### src/rtl/dau_input_parser.sv
// dau_input_parser: turns the DAU symbol stream into BCDU CLR/LDD instructions
// and reports sign, comma position, digit count and error for each number.
// Symbols that are not part of a number pass straight through.

`ifndef DAU_SYM_WIDTH
`define DAU_SYM_WIDTH 6
`endif
`ifndef DAU_SYM_COMMA
`define DAU_SYM_COMMA 6'h2C
`endif
`ifndef DAU_SYM_MINUS
`define DAU_SYM_MINUS 6'h2D
`endif
`ifndef BCDU_OP_CLR
`define BCDU_OP_CLR 4'h1
`endif
`ifndef BCDU_OP_LDD
`define BCDU_OP_LDD 4'h2
`endif

module dau_input_parser #(
    parameter int unsigned NUM_DIGITS  = 4,
    parameter int unsigned COMMA_WIDTH = 2
) (
    input  logic                              i_clk,
    input  logic                              i_rst,
    input  logic [`DAU_SYM_WIDTH-1:0]         i_symbol,
    input  logic                              i_symbol_valid,
    output logic                              o_symbol_ready,
    input  logic [3:0]                        i_bcdu_addr,
    input  logic                              i_bcdu_ready,
    output logic [15:0]                       o_bcdu_instr,
    output logic                              o_bcdu_instr_valid,
    output logic [`DAU_SYM_WIDTH-1:0]         o_symbol,
    output logic                              o_symbol_valid,
    output logic                              o_num_done,
    output logic                              o_sign,
    output logic [COMMA_WIDTH-1:0]            o_comma,
    output logic [$clog2(NUM_DIGITS+1)-1:0]   o_num_digits,
    output logic                              o_num_error
);

    localparam int unsigned SYM_W = `DAU_SYM_WIDTH;
    localparam int unsigned DIG_W = $clog2(NUM_DIGITS + 1);

    localparam logic [SYM_W-1:0] SYM_COMMA = SYM_W'(`DAU_SYM_COMMA);
    localparam logic [SYM_W-1:0] SYM_MINUS = SYM_W'(`DAU_SYM_MINUS);
    localparam logic [3:0]       OP_CLR    = 4'(`BCDU_OP_CLR);
    localparam logic [3:0]       OP_LDD    = 4'(`BCDU_OP_LDD);

    typedef enum logic [2:0] {
        IDLE      = 3'd0,
        SIGN_PEND = 3'd1,
        REPLAY    = 3'd2,
        CLEAR     = 3'd3,
        ISSUE     = 3'd4,
        COLLECT   = 3'd5,
        DONE      = 3'd6
    } state_t;

    state_t state_q;
    state_t state_n;

    // Datapath registers and their next values
    logic                   sign_q,      sign_n;
    logic                   got_comma_q, got_comma_n;
    logic [COMMA_WIDTH-1:0] frac_q,      frac_n;
    logic [DIG_W-1:0]       digits_q,    digits_n;
    logic                   error_q,     error_n;
    logic [3:0]             dig_q,       dig_n;
    logic                   have_dig_q,  have_dig_n;
    logic [SYM_W-1:0]       held_q,      held_n;
    logic [3:0]             addr_q,      addr_n;

    // Decoded view of the symbol being processed this cycle
    logic [SYM_W-1:0] proc_sym;
    logic             proc_valid;
    logic [3:0]       sym_d;
    logic             is_digit;
    logic             is_comma;
    logic             is_minus;
    logic             is_term;
    logic             start_c;
    logic             overflow_c;

    // Registered-output next values
    logic             ready_c;
    logic             instr_valid_c;
    logic [15:0]      instr_c;
    logic             sym_valid_c;
    logic [SYM_W-1:0] sym_c;
    logic             done_c;
    logic             clear_entry_c;

    // Symbol source selection: REPLAY re-processes the held symbol as if freshly accepted
    always_comb begin
        proc_sym   = (state_q == REPLAY) ? held_q : i_symbol;
        proc_valid = (state_q == REPLAY) || (i_symbol_valid && o_symbol_ready);
        sym_d      = proc_sym[3:0];
        is_digit   = (&proc_sym[SYM_W-1:4]) && (sym_d <= 4'd9);
        is_comma   = (proc_sym == SYM_COMMA);
        is_minus   = (proc_sym == SYM_MINUS);
        is_term    = !(is_digit || is_comma || is_minus);
        start_c    = proc_valid && (is_digit || is_comma) &&
                     ((state_q == IDLE) || (state_q == REPLAY) || (state_q == SIGN_PEND));
        overflow_c = (digits_q == DIG_W'(NUM_DIGITS)) ||
                     (got_comma_q && (&frac_q));
    end

    // State register
    always_ff @(posedge i_clk) begin
        if (i_rst) begin
            state_q <= IDLE;
        end else begin
            state_q <= state_n;
        end
    end

    // Next-state logic
    always_comb begin
        state_n = state_q;
        case (state_q)
            IDLE, REPLAY: begin
                if (state_q == REPLAY) begin
                    state_n = IDLE;
                end
                if (proc_valid) begin
                    if (is_minus) begin
                        state_n = SIGN_PEND;
                    end else if (is_digit || is_comma) begin
                        state_n = CLEAR;
                    end else begin
                        state_n = IDLE;
                    end
                end
            end
            SIGN_PEND: begin
                if (proc_valid) begin
                    state_n = (is_digit || is_comma) ? CLEAR : REPLAY;
                end
            end
            CLEAR: begin
                if (i_bcdu_ready) begin
                    state_n = have_dig_q ? ISSUE : COLLECT;
                end
            end
            ISSUE: begin
                if (i_bcdu_ready) begin
                    state_n = COLLECT;
                end
            end
            COLLECT: begin
                if (proc_valid) begin
                    if (is_digit) begin
                        state_n = overflow_c ? COLLECT : ISSUE;
                    end else if (is_comma) begin
                        state_n = COLLECT;
                    end else begin
                        state_n = DONE;
                    end
                end
            end
            DONE: begin
                state_n = IDLE;
            end
            default: begin
                state_n = IDLE;
            end
        endcase
    end

    // Datapath next values: sign, comma flag, counters, latched digit, held symbol
    always_comb begin
        sign_n      = sign_q;
        got_comma_n = got_comma_q;
        frac_n      = frac_q;
        digits_n    = digits_q;
        error_n     = error_q;
        dig_n       = dig_q;
        have_dig_n  = have_dig_q;
        held_n      = held_q;
        addr_n      = addr_q;
        if (start_c) begin
            sign_n      = (state_q == SIGN_PEND);
            got_comma_n = is_comma;
            frac_n      = '0;
            digits_n    = '0;
            error_n     = 1'b0;
            dig_n       = sym_d;
            have_dig_n  = is_digit;
            addr_n      = i_bcdu_addr;
        end else begin
            case (state_q)
                SIGN_PEND: begin
                    if (proc_valid) begin
                        held_n = proc_sym;
                    end
                end
                ISSUE: begin
                    if (i_bcdu_ready) begin
                        digits_n   = digits_q + DIG_W'(1);
                        have_dig_n = 1'b0;
                        if (got_comma_q) begin
                            frac_n = frac_q + COMMA_WIDTH'(1);
                        end
                    end
                end
                COLLECT: begin
                    if (proc_valid) begin
                        if (is_digit) begin
                            if (overflow_c) begin
                                error_n = 1'b1;
                            end else begin
                                dig_n      = sym_d;
                                have_dig_n = 1'b1;
                            end
                        end else if (is_comma) begin
                            if (got_comma_q) begin
                                error_n = 1'b1;
                            end else begin
                                got_comma_n = 1'b1;
                            end
                        end else begin
                            held_n = proc_sym;
                        end
                    end
                end
                default: begin
                end
            endcase
        end
    end

    // Datapath registers
    always_ff @(posedge i_clk) begin
        if (i_rst) begin
            sign_q      <= 1'b0;
            got_comma_q <= 1'b0;
            frac_q      <= '0;
            digits_q    <= '0;
            error_q     <= 1'b0;
            dig_q       <= '0;
            have_dig_q  <= 1'b0;
            held_q      <= '0;
            addr_q      <= '0;
        end else begin
            sign_q      <= sign_n;
            got_comma_q <= got_comma_n;
            frac_q      <= frac_n;
            digits_q    <= digits_n;
            error_q     <= error_n;
            dig_q       <= dig_n;
            have_dig_q  <= have_dig_n;
            held_q      <= held_n;
            addr_q      <= addr_n;
        end
    end

    // Output next values, decoded from the upcoming state
    always_comb begin
        ready_c       = (state_n == IDLE) || (state_n == SIGN_PEND) || (state_n == COLLECT);
        instr_valid_c = (state_n == CLEAR) || (state_n == ISSUE);
        instr_c       = 16'h0000;
        if (state_n == CLEAR) begin
            instr_c = {OP_CLR, addr_n, 8'h00};
        end else if (state_n == ISSUE) begin
            instr_c = {OP_LDD, addr_n, 4'h0, dig_n};
        end
        sym_valid_c = 1'b0;
        sym_c       = proc_sym;
        case (state_q)
            IDLE, REPLAY: begin
                sym_valid_c = proc_valid && is_term;
            end
            SIGN_PEND: begin
                if (proc_valid && !(is_digit || is_comma)) begin
                    sym_valid_c = 1'b1;
                    sym_c       = SYM_MINUS;
                end
            end
            COLLECT: begin
                sym_valid_c = (state_n == DONE);
            end
            default: begin
            end
        endcase
        done_c        = (state_n == DONE);
        clear_entry_c = (state_n == CLEAR) && (state_q != CLEAR);
    end

    // Output registers; number report holds from DONE until the next number starts
    always_ff @(posedge i_clk) begin
        if (i_rst) begin
            o_symbol_ready     <= 1'b0;
            o_bcdu_instr       <= 16'h0000;
            o_bcdu_instr_valid <= 1'b0;
            o_symbol           <= '0;
            o_symbol_valid     <= 1'b0;
            o_num_done         <= 1'b0;
            o_sign             <= 1'b0;
            o_comma            <= '0;
            o_num_digits       <= '0;
            o_num_error        <= 1'b0;
        end else begin
            o_symbol_ready     <= ready_c;
            o_bcdu_instr       <= instr_c;
            o_bcdu_instr_valid <= instr_valid_c;
            o_symbol_valid     <= sym_valid_c;
            o_num_done         <= done_c;
            if (sym_valid_c) begin
                o_symbol <= sym_c;
            end
            if (done_c) begin
                o_sign       <= sign_q;
                o_comma      <= frac_q;
                o_num_digits <= digits_q;
                o_num_error  <= error_q;
            end else if (clear_entry_c) begin
                o_sign       <= 1'b0;
                o_comma      <= '0;
                o_num_digits <= '0;
                o_num_error  <= 1'b0;
            end
        end
    end

endmodule

### config.mk
export PLATFORM = sky130hd
export DESIGN_NAME = dau_input_parser
export DESIGN_NICKNAME = d
export VERILOG_FILES = /design/src/rtl/dau_input_parser.sv
export SDC_FILE = /design/constraint.sdc
export NUM_CORES = 1
export LEC_CHECK = 0
export ABC_CLOCK_PERIOD_IN_PS = 2510
export CORE_ASPECT_RATIO = 1.75
export CORE_MARGIN = 10
export CORE_UTILIZATION = 51
export CTS_CLUSTER_SIZE = 25
export DETAILED_ROUTE_END_ITERATION = 10
export PLACE_DENSITY = 0.79
export SYNTH_ARGS = -nofsm -noshare
export SYNTH_HDL_FRONTEND = slang
export SYNTH_SLANG_ARGS = --single-unit
### constraint.sdc
create_clock -name i_clk -period 2.51 [get_ports i_clk]
set_input_delay 0.502 -clock i_clk [delete_from_list [all_inputs] [get_ports i_clk]]
set_output_delay 0.502 -clock i_clk [all_outputs]
set_load 0.01 [all_outputs]
Word-level counts from Yosys, hierarchy flattened
Index checks and enable logic that the tools add are counted.
W data, S select, Z words.
{"block": "word_totals", "ff_bits": 57, "inputBits": 14, "out_inout_bits": 33, "wordCells": 146}
{"block": "classes", "add_sub_neg": 2, "magnitude_cmp": 1, "eq_ne": 24, "muxes": 54, "bitwise": 2, "n_reduce_logical": 41}
{"operator": "$mux W6", "count": 7}
{"operator": "$mux W3", "count": 8}
{"operator": "$mux W4", "count": 6}
{"operator": "$mux W1", "count": 21}
{"operator": "$eq A3 B3 Y1 const B", "count": 6}
{"operator": "$pmux W3 S5", "count": 1}
{"operator": "$mux W14", "count": 1}
{"operator": "$reduce_bool A2 Y1", "count": 7}
{"operator": "$mux W13", "count": 1}
{"operator": "$eq A6 B6 Y1 const B", "count": 2}
{"operator": "$mux W2", "count": 6}
{"operator": "$ne A3 B3 Y1 const B", "count": 4}
{"operator": "$pmux W6 S2", "count": 1}
{"operator": "$reduce_and A5 Y1", "count": 2}
{"operator": "$eq A3 B2 Y1 const B", "count": 3}
{"operator": "$logic_or A1 B1 Y1", "count": 9}
{"operator": "$logic_and A1 B1 Y1", "count": 8}
{"operator": "$ne A2 B2 Y1 const B", "count": 4}
{"operator": "$eq A3 B1 Y1 const B", "count": 2}
{"operator": "$logic_not A3 Y1", "count": 2}
{"operator": "$reduce_and A2 Y1", "count": 3}
{"operator": "$reduce_and A6 Y1", "count": 1}
{"operator": "$reduce_or A2 Y1", "count": 3}
{"operator": "$le A4 B4 Y1 const B", "count": 1}
{"operator": "12 further kinds", "count": 15}

Depth between registers and ports, before layout
Gate-level depths: netlist (run 1).
{"block": "logic_depth", "ltp_word": 13, "depth_mapped": 8, "mapped_depth_nobuf": 8}

Least setup slack after synthesis (run 1)
No wires, ideal clock.
{"block": "synth_timing", "kind": "input to register", "startpoint": "in i_symbol[5]", "endpoint": "reg o_symbol[5]", "setup_ns": 0.128, "arrival_ns": 2.050, "required_time_ns": 2.382, "setup_slack_ns": 0.333, "path_stages": 7, "path_buffers": 1, "path_cell_list": "clkbuf_1 and4b_1 and4b_4 a311o_1 a211oi_4 mux2i_1 nor2_1"}
{"block": "synth_between", "elab_chain_len": 10, "word_cells_on_any_way": 25, "classes_between": "3 x eq/ne; 14 x mux; 8 x reduce/logical"}
{"item": "start: declaration", "line": "27", "rtl": "input logic [`DAU_SYM_WIDTH-1:0] i_symbol,"}
{"item": "$mux W6 (*)", "line": "97", "rtl": "proc_sym = (state_q == REPLAY) ? held_q : i_symbol;"}
{"item": "parallel branches: the longest is 9 deep, another holds $eq A6 B6 Y1"}
{"item": "end signal: assignment", "line": "311", "rtl": "o_symbol <= sym_c;"}
{"item": "end: declaration", "line": "34", "rtl": "output logic [`DAU_SYM_WIDTH-1:0] o_symbol,"}
Mark *: on every way between the ends.
A chain may end at the register's enable or synchronous reset.

Final worst setup path (run 1)
{"block": "layout_timing", "startpoint": "in i_symbol[1]", "endpoint": "reg o_symbol[3]"}
{"block": "layout_between", "elab_chain_len": 10, "word_cells_on_any_way": 25, "classes_between": "1 x order compare; 3 x eq/ne; 14 x mux; 7 x reduce/logical"}
{"item": "$mux W6 (*)", "line": "97"}
{"item": "$le A4 B4 Y1", "line": "100", "rtl": "is_digit = (&proc_sym[SYM_W-1:4]) && (sym_d <= 4'd9);"}
{"item": "$logic_and A1 B1 Y1", "line": "100"}
{"item": "$logic_or A1 B1 Y1"}
{"item": "$mux W2", "line": "130", "rtl": "end else if (is_digit || is_comma) begin"}
{"item": "$mux W2", "line": "128", "rtl": "if (is_minus) begin"}
{"item": "$mux W3", "line": "127", "rtl": "if (proc_valid) begin"}
{"item": "$pmux W3 S5", "line": "122", "rtl": "case (state_q)"}
{"item": "$eq A3 B3 Y1", "line": "282", "rtl": "sym_valid_c = (state_n == DONE);"}
{"item": "$pmux W1 S3", "line": "271", "rtl": "case (state_q)"}
Every way passes the cells marked *; elsewhere a longest branch is shown, timed or not.

==> impl_metrics.ini, run 1 <==
[critical_path]
path_max_fanout = 7
worstSetupEndpointType = flip-flop
r2r_end = o_symbol[3]
worstSetupPathType = input pin to flip-flop
critPathLaunchType = input pin
critPathLaunch = i_symbol[1]
endpoint = o_symbol[3]
crit_required_ns = 2.72
worstReg2RegStart = state_q[1]
worstPathArrival_ns = 2.56
reg2reg_depth = 6
r2r_slack_ns = 0.19

[detailed_routing]
via_count = 2122
drtAntennaViolNets = 0
drt-wirelength-per-cell_um = 17.0
remaining_drc_errors = 0
viasPerCell = 5.61
drt-total-wl_mm = 6.42
drt_iter0_markers = 139
drt_pass1_iterations = 4

[clock_network]
clock_latency_ns = 0.31
postCtsHoldBufs = 0
clockBufferDepth = 2
root_buffer = clkbuf_8
cts_htree_levels = 2
postCtsSetupBuffers = 0
tritoncts = built
path_clk_slew_ns = 0.09
cts_resized = 0
cts_sinks = 53
cts_buffers = 5

[cells_and_area]
layout_common_cells = 53 x dfxtp_1, 42 x nor2_1, 40 x clkdlybuf4s50_1, 33 x buf_4, 16 x mux2i_1
fin_area_um2 = 3110
n_antenna_cell = 0
finalNetCount = 344
syn_to_final_growth_pct = 30.8
fill_cells = 362
final_common_cell = dfxtp_1
drive_gt1_share_pct = 14.7

[sta]
slew_headroom_pct = 55.6
rsz0062_at_grt = no
timing_hold_violations_final = 0
layout_min_cycle_time_ns = 2.35
worst_clock_skew_ns = 0.00535
max_freq_mhz = 425
timing.final.crit_share_pct = 93.6
setup_viol = 0
tightest_slew_ns = 0.663
finalSetupTns_ns = 0
drv_slew = 0

[power]
p_per_area_nw_per_um2 = 497
cellInternalPower_w = 0.00117
power.switching_w = 0.000375
ir_drop_mv = 0.438
p_comb_share_pct = 12.8
clockPowerShare_pct = 31.2
p_seq_share_pct = 56.0
total_power_w = 0.00155
swShare_pct = 24.3
p_leak_nw = 1.32

[floorplanning]
die_w_um = 71.6
dieArea_um2 = 7890
core_um2 = 4440
num_io_pins = 47
placementRows = 32
start_util_pct = 53.4
die_h_um = 110

[placement]
placed_area_um2 = 3010
portBuffers = 40
dp_hpwl_mm = 5.11
gp_congestion = 0.962

[global_route]
grt_max_degree = 35
grt_pass1_vias = 2203
grt_usage_pct = 16.5
grt_first_pass_wirelength_mm = 10.4
grt_antenna_before_repair = 0
globalRouteOverflowTotal = 0

[synthesis]
synth_ff_type = dfxtp_1
yosysWarnings = 0
netlist-cell-type-count = 54
synth_edf_count = 0
ys_ff_latch = 53
synth_cells = 259
synthArstFlopShare_pct = 0
syn_area_um2 = 2370
synth_area_per_cell_um2 = 9.17
seq_area_frac_synth_pct = 44.7

[flow_run]
cap_violations = 0

[hold_path]
hold_class = flip-flop to flip-flop

[status]
outcome = finished, final reports clean
-- registers in the layout, indices dropped and copies added, names as in the netlist --
signal              cells
error_q                 1
digits_q                3
addr_q                  4
sign_q                  1
o_bcdu_instr           10
o_symbol                6
have_dig_q              1
o_symbol_ready          1
got_comma_q             1
o_comma                 2
o_num_digits            3
o_num_error             1
o_num_done              1
frac_q                  2
o_symbol_valid          1
held_q                  6
state_q                 3
o_bcdu_instr_valid      1
dig_q                   4
o_sign                  1
-- synth_stat cells, types with 3 or more instances --
library cell  count  share of area (%)
a31oi_1           3               0.79
a211oi_1          9                2.8
and3b_1           3                1.1
a21oi_1           8                1.7
inv_1            11                1.7
a32oi_1           3                1.1
nor2_1           42                6.6
nand2_1          14                2.2
a22o_1            7                2.6
ha_1              3                1.6
dfxtp_1          53                 45
buf_4             6                1.9
nor3_1            6                1.3
clkbuf_1          9                1.4
mux2i_1          16                6.7
a22oi_1           4                1.3
a21o_1            6                1.9
nor2b_1           3               0.79
nand3_1           4               0.84
o21ai_0           5                1.1
o2bb2ai_1         3                1.1
-- critical path, cell delays in order --
cell,delay [ns]
clkdlybuf4s50_1,0.51
and4b_1,0.24
and4b_4,0.21
a311o_1,0.35
a211oi_4,0.41
nor2_1,0.08
a211oi_1,0.25
-- cell type report --
| type | count | area (um2) | share of cell area (%) |
|---|---|---|---|
| clock inverter | 1 | 7.51 | 0.242 |
| clock buffer | 6 | 82.6 | 2.66 |
| inverter | 12 | 45.0 | 1.45 |
| tap | 51 | 63.8 | 2.05 |
| multi-input combinational | 182 | 1200 | 38.6 |
| sequential | 53 | 1060 | 34.2 |
| timing repair buffer | 73 | 648 | 20.9 |
-- worst min-delay path by stage --
stage	start	to	slack [ns]	depth (start not counted)
3_5_place_dp	error_q	error_q	0.45	2
6_report	error_q	error_q	0.46	2
3_3_place_gp	error_q	error_q	0.44	2
4_1_cts	error_q	error_q	0.46	2
2_1_floorplan	error_q	error_q	0.43	2
5_1_grt	error_q	error_q	0.50	2
-- kinds of logic after synthesis --
group                      after synthesis  share of synthesized area (%)
buffers and inverters                   29                           5.90
other                                    1                          0.158
DFF                                     53                           44.7
and+or+nand+nor                         88                           18.5
AOI/OAI and AO/OA                       66                           21.3
adders and majority gates                3                           1.58
xor gates and xnor gates                 3                           1.11
muxes                                   16                           6.74
-- metrics by stage --
stage	instances	setup WS (ns)	util (%)	hold WS, ns
final	378	0.160	69.9	0.460
after global routing	378	0.0125	69.9	0.499
after CTS	378	0.0537	69.8	0.459
after detailed placement	371	-0.151	67.7	0.446
after global placement	371	-0.143	67.7	0.435
after floorplan	264	0.333	-	0.426
-- layer usage --
layer	vias to the layer above	global-route usage (%)	part of all wire (%)
met5	-	0	0
li1	1049	-	-
met2	55	32.2	55
met1	1001	14.7	36
met4	0	9.86	4.1
met3	17	3.76	4.8
-- power by group through the flow --
stage / logic, W / registers, W / clock network [W]
after CTS: 0.000198 / 0.000865 / 0.000499
final: 0.000198 / 0.000865 / 0.000481
after detailed placement: 0.000197 / 0.000885 / 0
after global routing: 0.000215 / 0.000868 / 0.000521
after floorplan: 0.0000981 / 0.000887 / 0
after global placement: 0.000195 / 0.000885 / 0
Note: power is estimated with default switching activity, not from simulation.
==> run 2: changes to the inputs <==
ABC_CLOCK_PERIOD_IN_PS = 2250   (was 2510)
clock period = 2.25 ns   (was 2.51 ns; I/O delays follow)
==> impl_metrics.ini, run 2 (same netlist as run 1, synthesis figures left out) <==
[status]
outcome = finished, final reports clean

[floorplanning]
core_um2 = 4440
start_util_pct = 53.4
die_h_um = 110
placementRows = 32
dieArea_um2 = 7890
die_w_um = 71.6
num_io_pins = 47

[cells_and_area]
final_common_cell = dfxtp_1
fin_area_um2 = 3290
drive_gt1_share_pct = 20.2
top_register = o_bcdu_instr
ff_latch_area_um2 = 1060
top_regs = o_bcdu_instr x10, held_q x6, o_symbol x6
finalNetCount = 358
fill_cells = 329
n_antenna_cell = 0
layout_common_cells = 53 x dfxtp_1, 46 x buf_4, 42 x nor2_1, 39 x clkdlybuf4s50_1, 16 x mux2i_1
syn_to_final_growth_pct = 38.5
largest_reg_flops = 10
multi_input_area_um2 = 1240

[sta]
timing_hold_violations_final = 0
rsz0062_at_grt = yes
finalSetupTns_ns = 0
worst_clock_skew_ns = 0.00473
max_freq_mhz = 459
drv_slew = 0
setup_viol = 0
timing.final.crit_share_pct = 96.8
layout_min_cycle_time_ns = 2.18

[hold_path]
hold_class = flip-flop to flip-flop

[clock_network]
clock_latency_ns = 0.30
cts_htree_levels = 2
path_clk_slew_ns = 0.09
cts_buffers = 5
clockBufferDepth = 2
root_buffer = clkbuf_8
tritoncts = built
cts_sinks = 53

[critical_path]
worstPathArrival_ns = 2.38
path_max_fanout = 4
worstSetupEndpointType = flip-flop
path_cells = clkdlybuf4s50_1 -> buf_4 -> nor2b_1 -> a32o_2 -> a2bb2oi_1 -> buf_4 -> o311ai_1 -> a21oi_1 -> and3b_1
crit_required_ns = 2.46
cpMaxStageDelayCell = clkdlybuf4s50_1
cp_num_buf_inv = 3
critical_path.max_stage_delay_ns = 0.45
critPathLaunchType = input pin
worstSetupPathType = input pin to flip-flop
crit_family = compound AO/OA/AOI/OAI gates
crit_top_cell = buf_4

[power]
power.switching_w = 0.000432
p_per_area_nw_per_um2 = 560
cellInternalPower_w = 0.00141
total_power_w = 0.00184
p_leak_nw = 1.43
swShare_pct = 23.5
p_comb_share_pct = 13.1
clockPowerShare_pct = 34.5
ir_drop_mv = 0.460
p_seq_share_pct = 52.3

[detailed_routing]
remaining_drc_errors = 0
viasPerCell = 5.58
drt_iter0_markers = 154
drtAntennaViolNets = 0
via_count = 2191
drt-total-wl_mm = 6.67
drt-wirelength-per-cell_um = 17.0
drt_pass1_iterations = 6

[global_route]
grt_first_pass_wirelength_mm = 10.8
grt_antenna_before_repair = 0
grt_usage_pct = 16.8
globalRouteOverflowTotal = 0
grt_pass1_vias = 2275
grt_max_degree = 29

[placement]
dp_hpwl_mm = 5.28
portBuffers = 40
gp_congestion = 0.962
placed_area_um2 = 3100

[flow_run]
cap_violations = 0
-- run 2: what timing repair did --
| action | CTS | global route |
|---|---|---|
| hold buffers | 0 | 0 |
| setup endpoints to repair | 8 | 24 |
| buffers inserted | 1 | 1 |
| gates resized for setup | 3 | 7 |
| pin swaps | 1 | 3 |
-- run 2: tightest hold or removal path, cell delays in order, from the launching register on --
cell	delay, ns
dfxtp_1	0.32
inv_1	0.05
a21oi_1	0.05
-- run 2: cell type report --
cell class              instances  area share (%)
flip-flops and latches         53            32.3
multi-input cells             182            37.7
repair buffers                 87            23.4
inverters                      12            1.37
well taps                      51            1.94
clock buffers                   6            2.21
clock inverters                 2            1.18
-- run 2: routing by layer --
metal	up-vias	wire [um]	GRT usage, %
met2	78	3640	32.1
met5	-	0	0
met1	1009	2410	16.0
met3	25	319	4.03
li1	1079	-	-
met4	0	304	8.61
-- run 2: power groups by stage --
stage	Combinational, W	Clock [W]	Sequential, W
after CTS	0.000234	0.000648	0.000964
final	0.000242	0.000636	0.000964
after detailed placement	0.000231	0	0.000986
after global placement	0.000229	0	0.000986
after floorplan	0.000109	0	0.000990
after global routing	0.000262	0.000686	0.000967
-- run 2: through the flow --
step	util [%]	cells	worst slack, ns	hold WS [ns]
2_1_floorplan	-	264	0.125	0.426
3_3_place_gp	69.8	383	-0.340	0.432
3_5_place_dp	69.8	383	-0.403	0.438
4_1_cts	73.0	392	0.0128	0.450
5_1_grt	74.0	393	-0.0708	0.474
6_report	74.0	393	0.0730	0.449
-- run 2: path summary, 6_finish.rpt --
kind,from,end,slack [ns],depth (start not counted)
min,error_q,error_q,0.45,2
max reg2reg,held_q[4],o_bcdu_instr[12],0.11,7
max,i_symbol[3],o_bcdu_instr[12],0.07,9
min reg2reg,error_q,error_q,0.45,2
==> edit 1 (settings of run 1) <==
Put one more register stage on the output `o_num_digits`. The value now appears one clock later. The other outputs are not delayed to match.
--- a/src/rtl/dau_input_parser.sv
+++ b/src/rtl/dau_input_parser.sv
@@ -58,4 +58,6 @@
         DONE      = 3'd6
     } state_t;
+
+    logic [$clog2(NUM_DIGITS+1)-1:0] o_num_digits_s0;
 
     state_t state_q;
@@ -300,5 +302,5 @@
             o_sign             <= 1'b0;
             o_comma            <= '0;
-            o_num_digits       <= '0;
+            o_num_digits_s0    <= '0;
             o_num_error        <= 1'b0;
         end else begin
@@ -314,10 +316,10 @@
                 o_sign       <= sign_q;
                 o_comma      <= frac_q;
-                o_num_digits <= digits_q;
+                o_num_digits_s0 <= digits_q;
                 o_num_error  <= error_q;
             end else if (clear_entry_c) begin
                 o_sign       <= 1'b0;
                 o_comma      <= '0;
-                o_num_digits <= '0;
+                o_num_digits_s0 <= '0;
                 o_num_error  <= 1'b0;
             end
@@ -325,4 +327,8 @@
     end
 
+    always_ff @(posedge i_clk) begin
+        o_num_digits <= o_num_digits_s0;
+    end
+
 endmodule
 
Function: changed (a bounded check fails within 10 cycles, from zero or initial values and one cycle with i_rst high).
==> edit 1 against run 1 <==
- worst setup slack got worse by 85 ps
- power increased by 7.8%
- sequential share of layout area decreased by 3.9 points
- final area increased by 19%
- first-iteration DRC count increased by 14%
- die area increased by 9.9%
- sequential cell count increased by 3
- maximum frequency decreased by 3.5%
- core utilization increased by 4.0 points
- global-route usage increased by 2.0 points
- clock skew increased by 5.4 ps
- area after synthesis increased by 13%
- clock power increased by 3%
- routed wire length increased by 22%
==> edit 1: results (changes against run 1) <==
[drt]
drtIter0Drc=159  ; +14%
dr_wl_met3_um=303  ; -0.98%
avgViaCountPerCell=5.80  ; +3.4%
routed-wl-met2_um=4170  ; +17%
met1_length_um=3050  ; +32%
routed_wl_um=7840  ; +22%
vias=2577  ; +21%

[finish]
seqCellArea_um2=1120  ; +5.7%
multi_input_cells=215  ; +18%
clkbuf_count=5  ; -1
buf_share_pct=24.5  ; +3.6 points
inverters=7  ; -5
signal_buffers=104  ; +42%
seqAreaFraction_pct=30.2  ; -3.9 points
n_fill_cell=403  ; +11%
fin_nets=406  ; +18%
drive_gt1_share_pct=26.4  ; +12 points
multi_input_area_share_pct=40.3  ; +1.8 points

[pwr]
p_seq_share_pct=54.7  ; -1.3 points
clock_power_share_pct=29.9  ; -1.3 points
peakVddDrop_uv=380  ; -13%
p_switching_w=0.000445  ; +19%
total_power_w=0.00167  ; +7.8%

[logic_synthesis]
synthTopCellsByCount=56 x dfxtp_1, 30 x nand2_1, 26 x a21oi_1
synth.area.top_cells=dfxtp_1 42%, a21oi_1 4.9%, a211oi_1 4.2%, nand2_1 4.2%, mux2i_1 3.0%
ys_seq_area_share_pct=41.8  ; -2.9 points
synth_cell_type_count=56  ; +3.7%
avgSynthCellArea_um2=9.09  ; -0.87%

[worst_setup_path]
critPathMaxStageDelay_ps=480  ; -30 ps
crit_end=held_q[1]
r2r-start=state_q[2]
r2r_setup_slack_ps=80  ; -110 ps
r2r_cells=10  ; +4
cp_top_family=buffers and inverters
reg2reg_to=held_q[1]
crit_start=i_symbol_valid
arrival_ps=2670  ; +110 ps

[clock_tree]
postCtsResizedCells=13  ; +13
post-cts-setup-buffers=5  ; +5
cts_sinks=56  ; +5.7%

[place]
gp_congestion=0.998  ; +3.8%
placed_cells=427  ; +15%
post_dp_cell_area_um2=3470  ; +15%

[grt]
grt_usage_pct=18.5  ; +2.0 points
use_met3_pct=3.42  ; -0.34 points
grt_max_degree=34  ; -2.9%
use_met2_pct=33.2  ; +1.1 points
grt_use_met1_pct=19.6  ; +5.0 points
grt_pass1_wl_um=12600  ; +21%

[min_path]
holdPathEnd=o_num_digits[1]
min_from=o_num_digits_s0[1]
whs_path_depth=0  ; -2

[sta]
layout_worst_path_cycle_share_pct=97.0  ; +3.4 points
fin_skew_ps=10.7  ; +5.38 ps

[floorplan]
dieArea_um2=8670  ; +9.9%

[status]
status=completed

## edit 1: cell count changes in the layout (fill, tap and decap cells not counted), sizes merged, moves of 4 or more
| cell | delta |
|---|---|
| buf | +31 |
| nor2 | -22 |
| a21oi | +20 |
| nand2 | +16 |
| a211oi | +9 |
| mux2i | -8 |
| nand3 | +7 |
| o21ai | +7 |
| a32oi | +6 |
| clkdlybuf4s50 | -6 |
| inv | -4 |
## edit 1: kinds of logic (layout without fill, tap and decap cells)
kind of cell | count (synthesis) | after routing | synth area share [%]
buffers and inverters | 29 | 119 | 5.55
AO/OA/AOI/OAI | 106 | 106 | 29.8
XOR/XNOR | 3 | 3 | 0.980
multiplexers | 8 | 8 | 2.99
AND/OR/NAND/NOR | 89 | 89 | 17.3
flip-flops | 56 | 56 | 41.8
other | 1 | 6 | 0.140
adder cells (fa/ha/maj) | 3 | 3 | 1.40
==> edit 2 (flow settings as in run 1) <==
Without the edit above. Change the macro `DAU_SYM_WIDTH` from 6 to 12.
--- a/src/rtl/dau_input_parser.sv
+++ b/src/rtl/dau_input_parser.sv
@@ -4,5 +4,5 @@
 
 `ifndef DAU_SYM_WIDTH
-`define DAU_SYM_WIDTH 6
+`define DAU_SYM_WIDTH 12
 `endif
 `ifndef DAU_SYM_COMMA
Interface: changed (resized i_symbol and o_symbol); port bits go from 47 to 59. The function was not compared with the original's and may differ.
==> edit 2 against run 1 <==
- power is 33% higher
- die area is 22% higher
- area after synthesis is 29% higher
- sequential cell count is 12 higher
- routed wire length is 32% higher
- sequential share of layout area is 3.2 points lower
- synthesized cell count is 28% higher
- clock power is 58% higher
- final area is 35% higher
- worst setup slack worse by 100 ps
- critical endpoint is now held_q[0]
==> edit 2: results (changes against run 1) <==
[sta]
slew_headroom_pct=63.3  ; +7.7 points
holdWs_ps=460  ; -0.630 ps

[logic_synthesis]
synthTopCellsByCount=65 x dfxtp_1, 28 x nor2_1, 27 x nand2_1
synth.area.mux_share_pct=6.95  ; +0.21 points
synth_xor_xnor_area_share_pct=0.859  ; -0.25 points
synth.area.top_cells=dfxtp_1 43%, mux2i_1 6.2%, o32ai_2 3.7%, nor2_1 3.4%, nand2_1 3.3%
synth_cell_type_count=61  ; +13%
synthAdderAreaFrac_pct=1.23  ; -0.35 points
syn_inst=332  ; +28%
syn_area_um2=3060  ; +29%

[pwr]
comb_power_w=0.000233  ; +18%
total_power_w=0.00206  ; +33%
peakVddDrop_uv=375  ; -14%
leakagePower_nw=1.53  ; +16%

[worst_setup_path]
r2r_cells=9  ; +3
crit_start=i_symbol[6]
crit_fanout=20  ; +13
r2r_setup_slack_ps=160  ; -30 ps
r2r-start=state_q[0]

[grt]
grt_max_degree=22  ; -37%
grt_usage_pct=17.6  ; +1.2 points
grt_pass1_wl_um=13700  ; +32%

[drt]
avgViaCountPerCell=5.52  ; -1.7%
routed_wl_um=8480  ; +32%
vias=2813  ; +33%

[finish]
fin_nets=452  ; +31%
top_regs=held_q x12, o_symbol x12, o_bcdu_instr x10
drive_gt1_share_pct=21.3  ; +6.6 points

[clock_tree]
postCtsResizedCells=1  ; +1
numCtsBuffers=9  ; +4

[min_path]
holdPathEnd=have_dig_q

[place]
gp_congestion=0.909  ; -5.5%
place_ws_ps=-368  ; -216 ps

[status]
status=completed

edit 2: cell types whose count changed after synthesis, sizes merged, moves of 11 or more:
| cell | before | now |
|---|---|---|
| a21oi | 8 | 19 |
| dfxtp | 53 | 65 |
| inv | 12 | 26 |
| nand2 | 14 | 27 |
| nor2 | 42 | 29 |
| nor2b | 3 | 14 |
edit 2: critical path, delay by kind of cell:
kind	cells	cell delay, ps
simple gates	4	760
compound gates	2	440
buf+inv	3	1000
edit 2: final cells by class:
class	instances	area (um^2)	area share, %
Clock inverter	3	17.5	0.417
Sequential cell	65	1300	30.9
Timing Repair Buffer	101	921	21.9
Inverter	26	97.6	2.32
Multi-Input combinational cell	226	1620	38.5
Clock buffer	11	151	3.60
Tap cell	78	97.6	2.32
edit 2: per-layer routing:
metal | track usage (%) | vias to the layer above | wire length (um)
met5 | 0 | - | 0
li1 | - | 1364 | -
met1 | 17.0 | 1322 | 3030
met2 | 32.6 | 90 | 4710
met3 | 4.98 | 37 | 414
met4 | 9.68 | 0 | 328
